### src/rtl/de_regfile_cc.sv
// de_regfile_cc: LC-3b decode-stage register file (R0..R7) plus {N,Z,P}
// condition codes, written by the SR stage, with write-first bypass on both
// read ports and on the CC output, and the DE dependency-stall generator.
//
// Ports:
//   clk, rst                       clock, async active-high reset
//   v_sr_ld_reg, sr_drid,
//   sr_reg_data                    SR register writeback
//   v_sr_ld_cc, sr_cc_data         SR condition-code writeback
//   de_sr1/de_sr2 -> de_srN_data   combinational read ports (bypassed)
//   de_cc                          current {N,Z,P} (bypassed)
//   de_v, de_sr*_needed, de_br_op  DE instruction source usage
//   v_agex_*/v_mem_*, *_drid       in-flight downstream writers
//   dep_stall                      combinational DE hold request
module de_regfile_cc #(
  parameter logic [2:0] CC_RESET = 3'b010
) (
  input  logic        clk,
  input  logic        rst,
  input  logic        v_sr_ld_reg,
  input  logic        v_sr_ld_cc,
  input  logic [2:0]  sr_drid,
  input  logic [15:0] sr_reg_data,
  input  logic [2:0]  sr_cc_data,
  input  logic [2:0]  de_sr1,
  input  logic [2:0]  de_sr2,
  output logic [15:0] de_sr1_data,
  output logic [15:0] de_sr2_data,
  output logic [2:0]  de_cc,
  input  logic        de_v,
  input  logic        de_sr1_needed,
  input  logic        de_sr2_needed,
  input  logic        de_br_op,
  input  logic        v_agex_ld_reg,
  input  logic        v_mem_ld_reg,
  input  logic [2:0]  agex_drid,
  input  logic [2:0]  mem_drid,
  input  logic        v_agex_ld_cc,
  input  logic        v_mem_ld_cc,
  output logic        dep_stall
);

  localparam int unsigned DATA_W = 16;
  localparam int unsigned CC_W   = 3;
  localparam int unsigned N_REGS = 8;

  logic [DATA_W-1:0] regs_q [N_REGS];
  logic [DATA_W-1:0] regs_d [N_REGS];
  logic [CC_W-1:0]   cc_q;
  logic [CC_W-1:0]   cc_d;

  // Next-state: register and CC writes are independent
  always_comb begin
    regs_d = regs_q;
    cc_d   = cc_q;
    if (v_sr_ld_reg) begin
      regs_d[sr_drid] = sr_reg_data;
    end
    if (v_sr_ld_cc) begin
      cc_d = sr_cc_data;
    end
  end

  // State registers; reset discards any coincident write
  always_ff @(posedge clk or posedge rst) begin
    if (rst) begin
      for (int i = 0; i < N_REGS; i++) begin
        regs_q[i] <= '0;
      end
      cc_q <= CC_RESET;
    end else begin
      regs_q <= regs_d;
      cc_q   <= cc_d;
    end
  end

  // Read ports with write-first bypass from the SR stage
  always_comb begin
    de_sr1_data = regs_q[de_sr1];
    de_sr2_data = regs_q[de_sr2];
    de_cc       = cc_q;
    if (v_sr_ld_reg && (sr_drid == de_sr1)) begin
      de_sr1_data = sr_reg_data;
    end
    if (v_sr_ld_reg && (sr_drid == de_sr2)) begin
      de_sr2_data = sr_reg_data;
    end
    if (v_sr_ld_cc) begin
      de_cc = sr_cc_data;
    end
  end

  // Dependency stall: only AGEX/MEM writers matter, SR is covered by bypass
  logic hit_sr1;
  logic hit_sr2;
  logic hit_cc;

  always_comb begin
    hit_sr1   = de_sr1_needed &&
                ((v_agex_ld_reg && (agex_drid == de_sr1)) ||
                 (v_mem_ld_reg  && (mem_drid  == de_sr1)));
    hit_sr2   = de_sr2_needed &&
                ((v_agex_ld_reg && (agex_drid == de_sr2)) ||
                 (v_mem_ld_reg  && (mem_drid  == de_sr2)));
    hit_cc    = de_br_op && (v_agex_ld_cc || v_mem_ld_cc);
    dep_stall = de_v && (hit_sr1 || hit_sr2 || hit_cc);
  end

endmodule

### config.mk
export PLATFORM = sky130hd
export DESIGN_NAME = de_regfile_cc
export DESIGN_NICKNAME = d
export VERILOG_FILES = /design/src/rtl/de_regfile_cc.sv
export SDC_FILE = /design/constraint.sdc
export NUM_CORES = 1
export LEC_CHECK = 0
export ABC_AREA = 1
export ABC_CLOCK_PERIOD_IN_PS = 9390
export BUFFER_PORTS_ARGS = -buffer_cell sky130_fd_sc_hd__clkbuf_2
export CAP_MARGIN = 5
export CORE_MARGIN = 3
export CORE_UTILIZATION = 28
export DETAILED_ROUTE_END_ITERATION = 8
export PLACE_DENSITY = 0.46
export SETUP_SLACK_MARGIN = 0.5
export SLEW_MARGIN = 20
export SYNTH_ARGS = -nofsm -noshare
export SYNTH_HDL_FRONTEND = slang
export SYNTH_SLANG_ARGS = --single-unit
export TNS_END_PERCENT = 10
### constraint.sdc
create_clock -name clk -period 9.39 [get_ports clk]
set_clock_uncertainty 0.15 [all_clocks]
set_input_delay 0.939 -clock clk [delete_from_list [all_inputs] [get_ports clk]]
set_output_delay 0.939 -clock clk [all_outputs]
set_load 0.01 [all_outputs]
==> reports/qor.yml, run 1 <==
worst_setup_path:
  crit_family: "buffers and inverters"
  critPathMostFrequentCell: "clkbuf_2"
  cp_num_buf_inv: 3
  crit_type: "in -> out"
  cp_cell_sequence: "clkbuf_2, clkinv_1, nand2_1, a21oi_1, nand2_2, nand3_1, o21ai_0, clkbuf_2"
  crit_slowest_cell: "clkinv_1"
  crit_path_end_kind: "output pin"
  cp.required_ns: 8.30
  critPathMaxStageDelay_ns: 0.90
  cp.depth: 8
  crit_path_start_kind: "input port"
  r2r_cells: 1
  crit_fanout: 32
  worstPathArrival_ns: 3.79
detailed_routing:
  ant_nets: 0
  num_vias: 7274
  wirelength_um: 25000
  drt_iter0_drc: 585
  viasPerCell: 5.14
  drcViolationCount: 0
  wl_per_cell_um: 17.7
  drt-pass1-iter-count: 5
logic_synthesis:
  ys_seq_area_share_pct: 43.2
  ys_ff_latch: 131
  syn_inst: 1036
  yosys.cell_types.count: 23
  syn_area_um2: 7590
  syn_nets: 1082
  yosysWarnings: 0
  syn_area_per_cell_um2: 7.33
floorplan:
  die_height_um: 171
  core_um2: 26400
  start_util_pct: 28.8
  io_pins: 82
  die_area_um2: 29100
  placementRows: 59
  chipWidth_um: 171
grt:
  grt_max_degree: 76
  antenna_found_initial: 0
  grt_pass1_vias: 6811
  gr-usage-all-layers_pct: 17.5
  gr-total-overflow: 0
  grt_pass1_wl_um: 39600
run_status:
  status: "finished clean"
power:
  p_leak_nw: 4.07
  ir_drop_v: 0.000113
  power.total_mw: 1.79
  power_per_cell_area_nw_per_um2: 206
sta:
  tns_ns: 0
  slew_violations: 0
  fin_crit_sh_pct: 52.0
  fin_crit_ns: 4.88
  finalWorstSetupSlack_ns: 4.51
  setup_viol: 0
  max_freq_mhz: 205
  rsz0062_at_grt: "false"
  final-hold-violation-count: 0
  tightest_slew_ns: 0.884
  slew_headroom_pct: 41.1
clocking:
  ctsResizeCount: 0
  hold_buffers: 0
  path_clk_slew_ns: 0.06
  cts_sinks: 131
  clock_latency_ns: 0.41
  root_buffer: "clkbuf_16"
  post-cts-setup-buffers: 0
  cts_htree_levels: 4
  cts_buffers: 17
  cts_tree: "built"
  clockBufferDepth: 2
placement:
  place_ws_ns: 4.54
  dp_hpwl_um: 16000
  place_inst: 1384
  io_buffer_count: 81
  routabilityCongestion: 0.797
layout:
  fin_cells: 1416
  fillCellCount: 2900
  area_growth_pct: 14.3
  diodes: 0
  layout_common_cells: "242 x nand2_1, 215 x o21ai_0, 130 x dfrtp_1, 98 x nand3_1, 94 x inv_1"
  drive_gt1_share_pct: 12.6
  final_common_cell: "nand2_1"
  nets: 1114
min_path:
  worstHoldPathCells: 2
  hold_class: "reg -> reg"
flow_run:
  max-cap-violations: 0
==> where the power goes <==
part,switching [mW],internal (mW),leakage (nW),total [mW]
clock network,0.265,0.417,0.275,0.682
logic,0.240,0.133,2.16,0.372
registers,0.0626,0.671,1.64,0.734
==> through the flow <==
stage	cell area [um^2]	util, %	hold slack [ns]
global placement	8080	30.7	0.318
CTS	8680	32.9	0.339
floorplan	7590	-	0.303
finish	8680	32.9	0.333
global route	8680	32.9	0.350
detailed placement	8080	30.7	0.323
==> synth_stat cells <==
cell type,number,area (um^2)
buf_2,33,165
inv_1,95,357
clkinv_1,1,3.75
dfstp_2,1,26.3
o21ai_0,215,1080
o22ai_1,3,18.8
nand3_1,98,490
inv_2,3,11.3
clkbuf_2,3,15.0
o21ai_1,12,60.1
buf_4,11,82.6
nor3_4,1,16.3
mux2_2,3,33.8
buf_1,3,11.3
buf_6,7,78.8
nor2_2,1,6.26
a21oi_1,66,330
dfrtp_1,130,3250
nor2_1,18,67.6
o211ai_1,64,480
nand2_1,242,908
nand2_2,2,12.5
clkbuf_1,24,90.1
==> area by class of cell <==
cell class              count  area, um^2  area share [%]
clock buffers              19         433            4.99
clock inverters            13         160            1.85
inverters                  99         377            4.34
multi-input cells         725        3500            40.3
flip-flops and latches    131        3280            37.8
well taps                 335         419            4.83
repair buffers             94         508            5.85
==> registers in the layout, summed over array words and instances (netlist names) <==
name / flops
regs_q: 128
cc_q: 3
==> worst min-delay path, delay by kind of cell (launching register included) <==
kind,cells,cell delay (ns)
compound gates,1,0.06
flops,1,0.34
simple gates,1,0.05
==> logic make-up after synthesis <==
| group | count (synthesis) | synth area share, % |
|---|---|---|
| compound gates | 360 | 25.9 |
| flops | 131 | 43.2 |
| simple gates | 362 | 19.8 |
| mux | 3 | 0.445 |
| buf+inv | 180 | 10.7 |
==> layer usage <==
| metal | GRT usage (%) | vias up | share of wire, % |
|---|---|---|---|
| li1 | - | 3557 | - |
| met5 | 0 | - | 0 |
| met2 | 26.5 | 225 | 43 |
| met4 | 4.06 | 0 | 1.3 |
| met3 | 3.14 | 18 | 5.7 |
| met1 | 25.9 | 3474 | 50 |
==> worst paths after layout <==
path	slack (ns)	start	endpoint
max in group asynchronous	7.33	rst	regs_q[105]
setup reg to reg	8.50	cc_q[0]	cc_q[0]
hold / removal	0.33	regs_q[104]	regs_q[104]
setup / recovery	4.51	de_sr1[2]	de_sr1_data[0]
min in group asynchronous	0.46	rst	regs_q[35]
hold reg to reg	0.33	regs_q[104]	regs_q[104]
(Power assumes the default switching activity.)
==> run 2, diff against run 1 <==
- ABC_CLOCK_PERIOD_IN_PS: 9390 -> 4570
- clock period: 9.39 -> 4.57 ns (I/O delays scaled with it)
==> run 2 against run 1 <==
  * Combinational power increased by 110%
  * Non-clock buffer count increased by 4
  * Register-to-register slack got worse by 4.8 ns
  * Critical path depth decreased by 1
  * Core utilization increased by 0.24 points
  * Cell count increased by 0.28%
  * Design area increased by 0.74%
  * Sequential share of layout area decreased by 0.28 points
  * Sequential power increased by 100%
  * Clock power increased by 99%
==> reports/qor.yml, run 2 (same netlist as run 1, synthesis figures left out) <==
run_status:
  status: "finished clean"
grt:
  grt_max_degree: 73
  grt_pass1_vias: 6868
  use_met2_pct: 26.8
  gr-total-overflow: 0
  grt_pass1_wl_um: 40000
  gr-usage-all-layers_pct: 17.7
  top_usage_layer: "met2"
  met1_usage_pct: 25.2
  antenna_found_initial: 0
  use_met3_pct: 3.72
sta:
  rsz0062_at_grt: "false"
  slew_violations: 0
  max_freq_mhz: 300
  setup_viol: 0
  tightest_slew_ns: 0.894
  fin_crit_sh_pct: 73.0
  slew_headroom_pct: 40.4
  tns_ns: 0
  fin_crit_ns: 3.34
  final-hold-violation-count: 0
power:
  power.total_mw: 3.64
  power_per_cell_area_nw_per_um2: 417
  p_leak_nw: 4.10
  ir_drop_v: 0.000243
worst_setup_path:
  crit_fanout: 32
  setup.worst_path.start: "de_sr2[2]"
  worstPathArrival_ns: 2.73
  crit_family: "buffers and inverters"
  critPathMaxStageDelay_ns: 0.55
  cp.required_ns: 3.96
  cp_cell_sequence: "clkbuf_2, inv_2, o21ai_0, nor2_1, nand2_2, o21ai_0, clkbuf_2"
  crit_slowest_cell: "inv_2"
  crit_path_end_kind: "output pin"
  r2r_cells: 1
  setup.worst_path.end: "de_sr2_data[2]"
  reg2reg_to: "cc_q[0]"
  cp_num_buf_inv: 3
  cp.depth: 7
  r2r-start: "cc_q[0]"
  crit_type: "in -> out"
  rrSetupSlack_ns: 3.68
  crit_path_start_kind: "input port"
floorplan:
  core_um2: 26400
  chipWidth_um: 171
  io_pins: 82
  die_height_um: 171
  die_area_um2: 29100
  placementRows: 59
  start_util_pct: 28.8
placement:
  dpl-instance-area_um2: 8130
  dp_hpwl_um: 16500
  place_inst: 1386
  routabilityCongestion: 0.821
  io_buffer_count: 81
layout:
  multiInputGateArea_um2: 3500
  final_common_cell: "nand2_1"
  largest_reg_flops: 128
  layout_common_cells: "241 x nand2_1, 215 x o21ai_0, 130 x dfrtp_1, 98 x nand3_1, 94 x inv_1"
  final_area_um2: 8740
  seqCellArea_um2: 3280
  fin_cells: 1420
  top_register: "regs_q"
  drive_gt1_share_pct: 13.1
  diodes: 0
  area_growth_pct: 15.1
  fillCellCount: 2849
  nets: 1118
  largestRegisters: "regs_q (128), cc_q (3)"
detailed_routing:
  ant_nets: 0
  wirelength_um: 25400
  drt-pass1-iter-count: 5
  num_vias: 7203
  wl_per_cell_um: 17.9
  drcViolationCount: 0
  viasPerCell: 5.07
  drt_iter0_drc: 587
clocking:
  path_clk_slew_ns: 0.06
  cts_buffers: 17
  cts_htree_levels: 4
  ctsResizeCount: 0
  clock_latency_ns: 0.42
  root_buffer: "clkbuf_16"
  cts_tree: "built"
  clockBufferDepth: 2
  cts_sinks: 131
flow_run:
  max-cap-violations: 0
min_path:
  hold_class: "in -> reg"
-- run 2: worst min path at each step --
stage,start,end,slack (ns),cells past startpoint
floorplan,regs_q[100],regs_q[100],0.30,2
global placement,regs_q[42],regs_q[42],0.32,2
CTS,sr_reg_data[2],regs_q[2],0.1,3
global route,sr_reg_data[11],regs_q[11],0.11,3
detailed placement,regs_q[74],regs_q[74],0.32,2
finish,sr_reg_data[2],regs_q[2],0.11,3
-- run 2: layout make-up --
cell class / count / share of cell area, %
multi-input combinational: 725 / 40.1
sequential: 131 / 37.5
timing repair buffer: 98 / 6.61
clock buffer: 17 / 4.87
tap: 335 / 4.80
inverter: 99 / 4.29
clock inverter: 15 / 1.83
-- run 2: power by group --
part	total, mW	switching [mW]	internal [mW]
Clock	1.36	0.552	0.806
Combinational	0.779	0.501	0.278
Sequential	1.50	0.125	1.38
Total	3.64	1.18	2.46
-- run 2: metrics by stage --
stage	hold WS (ns)	utilization [%]	setup slack, ns
2_1_floorplan	0.303	-	2.34
3_3_place_gp	0.319	30.8	1.24
3_5_place_dp	0.323	30.8	1.22
4_1_cts	0.0951	33.1	1.21
5_1_grt	0.106	33.2	1.06
6_report	0.113	33.2	1.23
-- run 2: worst min-delay path: stages --
cell	delay (ns)
clkbuf_2	0.08
nand2_1	0.04
o21ai_0	0.06
-- run 2: per-layer routing --
| layer | vias up | part of all wire (%) |
|---|---|---|
| met2 | 228 | 43 |
| met5 | - | 0 |
| met1 | 3376 | 48 |
| li1 | 3573 | - |
| met3 | 26 | 6.4 |
| met4 | 0 | 2.1 |
-- run 2: repair_timing --
action	in CTS	in global routing
buffers inserted	0	0
hold buffers	0	1
endpoints found under the hold margin	0	11
==> run 3, diff against run 2 <==
- ABC_AREA: 1 -> 0
- ABC_CLOCK_PERIOD_IN_PS: 4570 -> 3300
- clock period: 4.57 -> 3.3 ns (I/O delays scaled with it)
==> run 3 against run 2 <==
  * Sequential power grew 47%
  * Sequential share of layout area is 0.33 points lower
  * Routed wire length fell by 21%
  * Count of clock-buffer cells in the layout rose by 2
  * Combinational power is 73% higher
  * Synthesized cell count shrank 50%
  * Synthesized area shrank 0.54%
  * Sequential cell count is the same
  * Critical path depth shrank 1
  * Critical path type unchanged
  * Critical endpoint is now de_sr1_data[4]
  * Largest cell class unchanged
  * Highest routed layer unchanged
==> reports/qor.yml, run 3 <==
logic_synthesis:
  yosys-top-cells-area: "dfrtp_1 43%, mux2_2 19%, mux4_2 19%, mux2i_1 4.2%, buf_4 2.2%"
  synth_edf_count: 0
  syn_area_um2: 7550
  yosysWarnings: 0
  ys_seq_area_share_pct: 43.4
  synth_mux_area_share_pct: 42.9
  synthAdderAreaFrac_pct: 0
  synth_top_flop_cell: "dfrtp_1"
  ys_async_sr_fraction_pct: 100
  synth_compound_area_share_pct: 2.52
  synth_top_area_cell: "dfrtp_1"
  syn_area_per_cell_um2: 14.6
  yosys.area_share.simple_pct: 3.94
  syn_nets: 562
  ys_ff_latch: 131
  synth_commonest_cells: "130 x dfrtp_1, 129 x mux2_2, 64 x mux4_2"
  yosys.cell_types.count: 31
  synth_top_family_by_area: "multiplexers"
  synth_top_area_share_pct: 43.1
  yosys.area_share.xor_xnor_pct: 2.09
  syn_inst: 516
  synth.most_common_cell: "dfrtp_1"
worst_setup_path:
  rrSetupSlack_ns: 2.35
  crit_path_end_kind: "output pin"
  r2r-start: "regs_q[84]"
  crit_path_start_kind: "input port"
  critPathMaxStageDelay_ns: 0.51
  crit_family: "multiplexers"
  crit_slowest_cell: "mux4_2"
  cp.required_ns: 2.82
  worstPathArrival_ns: 2.05
  cp_cell_sequence: "clkbuf_2, buf_12, mux4_2, mux2i_1, a21oi_1, clkbuf_2"
  reg2reg_to: "regs_q[84]"
  r2r_cells: 1
  critPathMostFrequentCell: "clkbuf_2"
  cp.depth: 6
  crit_type: "in -> out"
  cp_num_buf_inv: 3
  crit_fanout: 19
clocking:
  clockBufferDepth: 2
  cts_htree_levels: 4
  cts_sinks: 131
  cts_tree: "built"
  path_clk_slew_ns: 0.06
  clock_latency_ns: 0.41
  cts_buffers: 17
  ctsResizeCount: 0
  root_buffer: "clkbuf_16"
grt:
  antenna_found_initial: 0
  gr-total-overflow: 0
  gr-usage-all-layers_pct: 14.4
  grt_pass1_vias: 5152
  grt_max_degree: 105
  grt_pass1_wl_um: 31400
placement:
  io_buffer_count: 81
  place_inst: 900
  dpl-instance-area_um2: 8220
  dp_hpwl_um: 12700
  routabilityCongestion: 0.718
  place_ws_ns: 0.722
sta:
  slew_violations: 0
  rsz0062_at_grt: "false"
  max_freq_mhz: 395
  tns_ns: 0
  finalWorstSetupSlack_ns: 0.769
  slew_headroom_pct: 54.3
  fin_crit_ns: 2.53
  final-hold-violation-count: 0
  setup_viol: 0
  fin_crit_sh_pct: 76.7
  tightest_slew_ns: 0.685
detailed_routing:
  ant_nets: 0
  drt_iter0_drc: 231
  wirelength_um: 20000
  drcViolationCount: 0
  num_vias: 4741
  viasPerCell: 5.08
  wl_per_cell_um: 21.5
  drt-pass1-iter-count: 4
layout:
  layout_common_cells: "130 x dfrtp_1, 129 x mux2_2, 81 x clkbuf_2, 64 x mux4_2"
  top_register: "regs_q"
  nets: 631
  final_area_um2: 8820
  diodes: 0
  drive_gt1_share_pct: 56.7
  area_growth_pct: 16.7
  largest_reg_flops: 128
  final_common_cell: "dfrtp_1"
  fin_cells: 933
  largestRegisters: "regs_q (128), cc_q (3)"
flow_run:
  max-cap-violations: 0
min_path:
  min_from: "sr_cc_data[0]"
  worstHoldPathCells: 2
  hold_class: "in -> reg"
  min_to: "cc_q[0]"
floorplan:
  core_um2: 26300
  placementRows: 59
  die_height_um: 170
  die_area_um2: 29000
  chipWidth_um: 170
  io_pins: 82
  start_util_pct: 28.7
power:
  p_leak_nw: 3.72
  ir_drop_v: 0.000261
  power_per_cell_area_nw_per_um2: 615
run_status:
  status: "finished clean"
## run 3: cell count changes after synthesis, moves of 14 or more
cell	change
nand2_1	-240
o21ai_0	-214
mux2_2	+126
nand3_1	-97
inv_1	-94
mux4_2	+64
o211ai_1	-64
a21oi_1	-34
mux2i_1	+32
clkbuf_1	-23
buf_2	-14
nor2_1	+14
## run 3: what timing repair did
action                     CTS  global route
hold endpoints to repair    26             0
setup endpoints to repair    0             0
buffers inserted             0             0
hold buffers                 1             0
## run 3: kinds of logic (layout without fill, tap and decap cells)
kind of cell,Yosys count,after routing
XOR/XNOR,18,18
AND/OR/NAND/NOR,49,49
buffers and inverters,55,137
AO/OA/AOI/OAI,36,36
multiplexers,227,227
flip-flops,131,131
## run 3: metal layers
layer	global-route usage (%)	up-vias	wire, um	share of wire, %
met3	3.00	13	729	3.6
met5	0	-	0	0
met4	3.70	0	211	1.1
met2	24.1	99	9930	50
met1	19.0	2540	9150	46
li1	-	2089	-	-
## run 3: layout make-up
type,count,area [um^2]
Inverter,1,7.51
Tap cell,335,419
Multi-Input combinational cell,330,3880
Sequential cell,131,3280
Clock buffer,19,453
Clock inverter,13,134
Timing Repair Buffer,104,643
Fill cell,2572,17500
## run 3: worst max path at each step
stage / from / end / slack, ns
2_1_floorplan: rst / cc_q[0] / 1.20
3_5_place_dp: de_sr1[1] / de_sr1_data[4] / 0.72
4_1_cts: de_sr1[1] / de_sr1_data[4] / 0.71
3_3_place_gp: de_sr1[1] / de_sr1_data[4] / 0.74
5_1_grt: de_sr1[1] / de_sr1_data[15] / 0.63
6_report: de_sr1[1] / de_sr1_data[4] / 0.77
## run 3: where the power goes
| part | switching [mW] | total, mW | internal, mW |
|---|---|---|---|
| clock network | 0.718 | 1.87 | 1.15 |
| registers | 0.246 | 2.21 | 1.96 |
| logic | 0.550 | 1.35 | 0.797 |
## run 3: metrics by stage
| stage | utilization (%) | hold WS [ns] | power, mW |
|---|---|---|---|
| finish | 33.6 | 0.0219 | 5.42 |
| global route | 33.6 | 0.0145 | 5.73 |
| CTS | 33.6 | 0.00282 | 5.51 |
| detailed placement | 31.3 | 0.321 | 3.61 |
| global placement | 31.3 | 0.297 | 3.54 |
| floorplan | - | 0.321 | 3.18 |
